==> src/rtl/bla_div_pkg.sv <==
// Shared types and helpers for the bla_div_seq sequential divider.
//   div_state_t : FSM state encoding (IDLE, CALC, DONE)
//   DEF_WIDTH   : default operand width
//   DEF_CNT_W   : default iteration counter width (2**DEF_CNT_W > DEF_WIDTH)
//   all_ones()  : all-ones value of a given width, used as divide-by-zero quotient
package bla_div_pkg;

    localparam int DEF_WIDTH = 5;
    localparam int DEF_CNT_W = 3;

    typedef enum logic [1:0] {
        IDLE = 2'd0,
        CALC = 2'd1,
        DONE = 2'd2
    } div_state_t;

    function automatic logic [31:0] all_ones(input int width);
        logic [32:0] one_hot;
        one_hot = 33'd1 << width;
        return 32'(one_hot - 33'd1);
    endfunction

endpackage

==> src/rtl/bla_sub.sv <==
// Combinational N-bit borrow-lookahead subtractor: diff = a - b, borrow-in 0.
// Ports:
//   a, b  : N-bit unsigned operands
//   diff  : N-bit difference (modulo 2**N)
//   bout  : borrow out, high when a < b
module bla_sub #(
    parameter int N = 6
) (
    input  logic [N-1:0] a,
    input  logic [N-1:0] b,
    output logic [N-1:0] diff,
    output logic         bout
);

    logic [N-1:0] gen;
    logic [N-1:0] prop;
    logic [N:0]   brw;
    logic         term;
    logic         acc;

    // Every borrow is formed directly from generate/propagate terms:
    // brw[i+1] = OR over j<=i of (gen[j] AND prop[j+1..i]).
    always_comb begin
        gen  = ~a & b;
        prop = ~(a ^ b);
        brw  = '0;
        term = 1'b0;
        acc  = 1'b0;
        for (int i = 0; i < N; i++) begin
            acc = 1'b0;
            for (int j = 0; j <= i; j++) begin
                term = gen[j];
                for (int k = j + 1; k <= i; k++) begin
                    term = term & prop[k];
                end
                acc = acc | term;
            end
            brw[i+1] = acc;
        end
        diff = a ^ b ^ brw[N-1:0];
        bout = brw[N];
    end

endmodule

==> src/rtl/bla_div_seq.sv <==
// Unsigned sequential restoring divider, one quotient bit per clock, with
// valid/ready handshakes on operands and result.
// Ports:
//   clk, rst              : clock, asynchronous active-high reset
//   in_valid / in_ready   : operand handshake (in_ready high only in IDLE)
//   dividend, divisor     : WIDTH-bit unsigned operands, sampled on accept
//   out_valid / out_ready : result handshake (out_valid high only in DONE)
//   quotient, remainder   : registered results, stable while out_valid
//   div_by_zero           : result was produced with divisor == 0
// Build option:
//   BLA_DIV_BYPASS_EN : when defined, dividend < divisor finishes at accept
//                       with quotient 0 and remainder = dividend.
//
// state | meaning
// ------+---------------------------------------------------------------
// IDLE  | waiting for operands, in_ready high
// CALC  | one restoring step per cycle, counter runs WIDTH-1 down to 0
// DONE  | result presented, held until out_ready
module bla_div_seq
    import bla_div_pkg::*;
#(
    parameter int WIDTH = DEF_WIDTH,
    parameter int CNT_W = DEF_CNT_W
) (
    input  logic             clk,
    input  logic             rst,
    input  logic             in_valid,
    output logic             in_ready,
    input  logic [WIDTH-1:0] dividend,
    input  logic [WIDTH-1:0] divisor,
    output logic             out_valid,
    input  logic             out_ready,
    output logic [WIDTH-1:0] quotient,
    output logic [WIDTH-1:0] remainder,
    output logic             div_by_zero
);

    div_state_t       state;
    logic [WIDTH-1:0] q_reg;
    logic [WIDTH-1:0] r_reg;
    logic [WIDTH-1:0] d_reg;
    logic [CNT_W-1:0] cnt;

    logic [WIDTH:0]   t_val;
    logic [WIDTH:0]   d_val;
    logic [WIDTH:0]   sub_diff;
    logic             sub_bout;
    logic [WIDTH-1:0] r_sub;
    logic             diff_msb_unused;

    // Partial remainder shifted left with the next dividend bit brought in.
    assign t_val = {r_reg, q_reg[WIDTH-1]};
    assign d_val = {1'b0, d_reg};

    bla_sub #(.N(WIDTH + 1)) u_sub (
        .a    (t_val),
        .b    (d_val),
        .diff (sub_diff),
        .bout (sub_bout)
    );

    // When the subtract succeeds the result is below the divisor, so the
    // top bit is always zero and only the low WIDTH bits are kept.
    assign r_sub           = sub_diff[WIDTH-1:0];
    assign diff_msb_unused = sub_diff[WIDTH];

`ifdef BLA_DIV_BYPASS_EN
    logic [WIDTH-1:0] byp_diff_unused;
    logic             byp_lt;

    bla_sub #(.N(WIDTH)) u_byp (
        .a    (dividend),
        .b    (divisor),
        .diff (byp_diff_unused),
        .bout (byp_lt)
    );
`endif

    assign quotient  = q_reg;
    assign remainder = r_reg;

    always_ff @(posedge clk or posedge rst) begin
        if (rst) begin
            state       <= IDLE;
            in_ready    <= 1'b1;
            out_valid   <= 1'b0;
            q_reg       <= '0;
            r_reg       <= '0;
            d_reg       <= '0;
            cnt         <= '0;
            div_by_zero <= 1'b0;
        end else begin
            case (state)
                IDLE: begin
                    if (in_valid && in_ready) begin
                        d_reg       <= divisor;
                        cnt         <= CNT_W'(WIDTH - 1);
                        div_by_zero <= (divisor == '0);
                        in_ready    <= 1'b0;
                        if (divisor == '0) begin
                            q_reg     <= WIDTH'(all_ones(WIDTH));
                            r_reg     <= dividend;
                            out_valid <= 1'b1;
                            state     <= DONE;
`ifdef BLA_DIV_BYPASS_EN
                        end else if (byp_lt) begin
                            q_reg     <= '0;
                            r_reg     <= dividend;
                            out_valid <= 1'b1;
                            state     <= DONE;
`endif
                        end else begin
                            q_reg <= dividend;
                            r_reg <= '0;
                            state <= CALC;
                        end
                    end
                end

                CALC: begin
                    q_reg <= {q_reg[WIDTH-2:0], ~sub_bout};
                    r_reg <= sub_bout ? t_val[WIDTH-1:0] : r_sub;
                    cnt   <= cnt - 1'b1;
                    if (cnt == '0) begin
                        out_valid <= 1'b1;
                        state     <= DONE;
                    end
                end

                DONE: begin
                    if (out_ready) begin
                        out_valid <= 1'b0;
                        in_ready  <= 1'b1;
                        state     <= IDLE;
                    end
                end

                default: begin
                    state     <= IDLE;
                    in_ready  <= 1'b1;
                    out_valid <= 1'b0;
                end
            endcase
        end
    end

endmodule
==> config.mk <==
export PLATFORM = sky130hd
export DESIGN_NAME = bla_div_seq
export DESIGN_NICKNAME = d
export VERILOG_FILES = /design/src/rtl/bla_div_pkg.sv /design/src/rtl/bla_sub.sv /design/src/rtl/bla_div_seq.sv
export SDC_FILE = /design/constraint.sdc
export NUM_CORES = 1
export LEC_CHECK = 0
export ABC_AREA = 1
export CORE_ASPECT_RATIO = 1.75
export CORE_MARGIN = 2
export CORE_UTILIZATION = 30
export DETAILED_ROUTE_END_ITERATION = 8
export PLACE_DENSITY_LB_ADDON = 0.08
export SYNTH_ARGS = -nofsm -noshare
export SYNTH_HDL_FRONTEND = slang
export SYNTH_HIERARCHICAL = 1
export SYNTH_SLANG_ARGS = --single-unit
==> constraint.sdc <==
create_clock -name clk -period 5.2 [get_ports clk]
set_input_delay 0.52 -clock clk [delete_from_list [all_inputs] [get_ports clk]]
set_output_delay 0.52 -clock clk [all_outputs]
set_load 0.02 [all_outputs]
# Yosys cells after proc, flatten, opt, wreduce, memory -nomap -nowiden
# Index checks and enable logic that the tools add are counted.
dict set report word_totals {
  regBits 23
  input_bits 14
  out_inout_bits 13
}
dict set report op_classes {
  addsub 1
  eq_ne 6
  muxes 22
  n_bitwise 33
  reduce_logical 10
}
# operator count
set ops {}
lappend ops {{two-way mux 5 bit} 5}
lappend ops {{case mux 5 bit (2 select lines)} 2}
lappend ops {{bitwise AND 1 bit} 15}
lappend ops {{NOT 6 bit} 2}
lappend ops {{OR 1 bit} 11}
lappend ops {{two-way mux 2 bit} 4}
lappend ops {{inequality test 2 bit, second input constant} 4}
lappend ops {{bitwise AND 6 x 5 -> 6 bit} 1}
lappend ops {{two-way mux 1 bit} 6}
lappend ops {{case mux 1 bit (3 select lines)} 2}
lappend ops {{case mux 2 bit (3 select lines)} 1}
lappend ops {{case mux 3 bit (2 select lines)} 1}
lappend ops {{AND reduction 3 bit} 2}
lappend ops {{XOR 6 x 5 -> 6 bit} 1}
lappend ops {{logical NOT 5 bit} 1}
lappend ops {{XOR 5 bit} 1}
lappend ops {{AND reduction 2 bit} 2}
lappend ops {{AND reduction 4 bit} 1}
lappend ops {{logical NOT 3 bit} 1}
lappend ops {{two-way mux 3 bit} 1}
lappend ops {{subtractor 3 x 1 -> 3 bit, second input constant} 1}
lappend ops {{== test 2 x 1 -> 1 bit, second input constant} 1}
lappend ops {{== test 2 bit, second input constant} 1}
lappend ops {{logical NOT 2 bit} 1}
lappend ops {{other kinds (3)} 4}

# Logic depth before layout (Yosys ltp)
dict set report logic_depth {
  ltp_word 14
  mapped_depth 16
}

# Hierarchy
# The synthesis kept the hierarchy.
# mod instances cells_per_inst area_each_um2 seq_area_each_um2
set modules_own_cells {}
lappend modules_own_cells {bla_div_seq 1 156 1202.4 576.8}
lappend modules_own_cells {bla_sub 1 37 247.7 0.0}

# Worst setup path before layout
# Ideal clock, no wire load.
dict set report synth_path {
  path_kind {register -> register}
  start {register r_reg[0] (netlist: remainder[0])}
  end {register r_reg[1] (netlist: remainder[1])}
  t_arrival_ns 1.998
  required_time_ns 5.135
  path_slack_ns 3.137
  path_stages_with_launch 17
  synth_period_minus_slack_ns 2.063
  cell_sequence {dfrtp_1 > inv_1 > ha_1 > ha_1 > nand3_1 > nand4_2 > nand2_2 > nand2_1 > nand2_1 > nand2_1 > inv_1 > nand2_1 > nand2_1 > nand2_1 > o21ai_0 > nand2_1 > nand2_1}
}
dict set report synth_between {
  elab_chain_len 14
  word_cells_on_any_way 21
}
# element line_no
set synth_lines {}
lappend synth_lines {{start, declared} bla_div_seq.sv:40} ;# logic [WIDTH-1:0] r_reg;
lappend synth_lines {{start signal, assigned} bla_div_seq.sv:102} ;# r_reg <= dividend;
lappend synth_lines {{start signal, assigned} bla_div_seq.sv:122} ;# r_reg <= sub_bout ? t_val[WIDTH-1:0] : r_sub;
lappend synth_lines {{XOR 6 x 5 -> 6 bit} bla_sub.sv:25} ;# prop = ~(a ^ b);
lappend synth_lines {{NOT 6 bit} bla_sub.sv:25}
lappend synth_lines {{bitwise AND 1 bit (3 in a row)} bla_sub.sv:34} ;# term = term & prop[k];
lappend synth_lines {{bitwise AND 1 bit} --}
lappend synth_lines {{bitwise AND 1 bit} bla_sub.sv:34}
lappend synth_lines {{OR 1 bit (*) (5 in a row)} bla_sub.sv:36} ;# acc = acc | term;
lappend synth_lines {{named net sub_bout} bla_div_seq.sv:47} ;# logic sub_bout;
lappend synth_lines {{two-way mux 5 bit (*)} bla_div_seq.sv:122}
lappend synth_lines {{case mux 5 bit (2 select lines) (*)} bla_div_seq.sv:93} ;# case (state)
# Mark *: on every way through the listed nets, which the timed path passes. The rest lies on a longest branch.
# A chain may end at the register's enable or synchronous reset.

# Worst setup path in the final report
# Ends and elaborated chain as after synthesis.

==> reports/metrics.cfg <==
[yosys]
avgSynthCellArea_sq_um=7.57
synthCells=190
syn-num-nets=214
synthesis.area_sq_um=1440
yosysWarnings=6

[sta]
hold-worst-slack_ps=482
min_period_over_period_pct=42.3
finalSetupViolCount=0
rsz0062_at_grt=false
layout_min_cycle_time_ps=2200
tightest_slew_ps=924
final-max-slew-violation-count=0
max_freq_ghz=0.455
max_slew_margin_pct=38.3
finalHoldViolCount=0
skew_ps=9.00
tns_ps=0
worst_slack_ps=3000

[placed_design]
gp_congestion=0.779
hpwlAfterDp_um=2540
post-place-ws_ps=2970
placed_cell_area_sq_um=1720
portBuffers=26

[worst_setup_path]
cpPeakStageDelay_ps=450
worstSetupPathType=reg2reg
path_max_fanout=6
path_common_cell=nand2_1
cp_cell_sequence=inv_1, ha_1, ha_1, nand3_1, nand4_2, nand2_2, nand2_1, nand2_1, nand2_1, inv_1, nand2_1, nand2_1, nand2_1, o21ai_0, nand2_1, nand2_1
critPathTopFamily=simple AND/OR/NAND/NOR gates
cp-start-kind=flop
cp.depth=16
arrival_ps=2400
cp-end-kind=flop
cpMaxStageDelayCell=dfrtp_1
path_buf_inv=2
r2r_cells=16
cp.required_ps=5410

[power_and_ir_drop]
p_sw_uw=537
power.density_nw_per_um2=643
clockPowerShare_pct=9.9
p_int_uw=601
pwr-share-comb_pct=59.9
p_seq_share_pct=30.2
switching_share_pct=47.2
ir_drop_v=0.000275
p_leak_uw=0.000883

[clocking]
cts_hold_buf=0
clk_latency_ps=270
clk_pin_slew_worst_paths_ps=90
cts.path.max_buffers=2
postCtsSetupBuffers=0
cts_tree=done
cts_resized=0
htreeDepth=1
cts_buffers=3
clock-sinks=23
cts_root_buf=clkbuf_8

[detailed_routing]
drt-total-wl_um=3190
first_pass_iters=4
dr_total_vias=1212
drt-vias-per-instance=4.51
post_drt_wl_per_cell_um=11.9
antenna_left=0
wl_met1_um=1380
maxUsedRoutingLayer=met4
met3_length_um=67
drtIter0Drc=17
met2RoutedLength_um=1720
drc=0

[die]
die_x_um=56.3
initial_core_util_pct=30.8
die-area_sq_um=5380
pin_count=27
row_count=33
chipHeight_um=95.6
core_area_sq_um=4670

[global_routing]
grt_use_total_pct=13.3
grt_pass1_vias=1195
grt_antenna_before_repair=0
grt_pass1_wl_um=5580
globalRouteOverflowTotal=0
grt_max_degree=24

[run]
cap_violations=0

[finish]
final_area_sq_um=1770
drive_above_1_share_pct=7.37
nets=242
seq_area_sq_um=577
multi_input_area_sq_um=727
nFillCells=537
n_antenna_cell=0
syn_to_final_growth_pct=23.2

[hold_path]
hold_depth=2
hold_path_class=reg2reg

[run_status]
outcome=finished clean

placed cells by master, fill, tap and decap left out, drive strengths merged:
cell           count
nand2             79
clkdlybuf4s50     26
inv               24
nor2              23
dfrtp             22
o21ai             10
nand3              9
ha                 9
clkbuf             3
xnor2              2
nor3               1
o21a               1
a22oi              1
o22ai              1
clkinv             1
dfstp              1
nand4              1
xor2               1
fa                 1
conb               1
layer usage:
layer,track usage [%],vias to the layer above
met5,0,-
met4,4.17,0
met3,2.17,2
met2,23.6,15
met1,16.3,562
li1,-,633
layout make-up:
cell class              count  share of cell area (%)
clock buffers               3                    2.33
clock inverters             1                   0.283
inverters                  24                    5.37
multi-input cells         140                    41.1
flip-flops and latches     23                    32.6
well taps                  52                    3.67
repair buffers             26                    14.7
worst reg2reg max path: stages (launching register included):
cell and delay [ps]:
dfrtp_1 450, inv_1 70, ha_1 290, ha_1 190, nand3_1 100, nand4_2 140
nand2_2 80, nand2_1 40, nand2_1 50, nand2_1 130, inv_1 200, nand2_1 70
nand2_1 70, nand2_1 50, o21ai_0 60, nand2_1 80, nand2_1 70
power by group through the flow:
stage	sequential [uW]	combinational (uW)	clock [uW]
global placement	348	686	0
finish	343	682	113
detailed placement	351	693	0
global route	358	785	125
CTS	348	698	119
floorplan	365	443	0
final timing paths:
path | start | slack [ps] | endpoint
max in group asynchronous | rst | 3870 | remainder[0]$_DFFE_PP0P_
setup reg to reg | remainder[0]$_DFFE_PP0P_ | 3000 | remainder[1]$_DFFE_PP0P_
setup / recovery | remainder[0]$_DFFE_PP0P_ | 3000 | remainder[1]$_DFFE_PP0P_
hold / removal | out_valid$_DFFE_PP0P_ | 480 | out_valid$_DFFE_PP0P_
min in group asynchronous | rst | 760 | d_reg[2]$_DFFE_PP0P_
hold reg to reg | out_valid$_DFFE_PP0P_ | 480 | out_valid$_DFFE_PP0P_
per-stage QoR:
step | total power (uW) | cells | utilization [%]
3_3_place_gp | 1030 | 265 | 37.0
5_1_grt | 1270 | 269 | 37.9
3_5_place_dp | 1040 | 265 | 37.0
6_report | 1140 | 269 | 37.9
4_1_cts | 1170 | 269 | 37.9
2_1_floorplan | 808 | 190 | -
No activity file was read; power rests on OpenSTA's default activity.
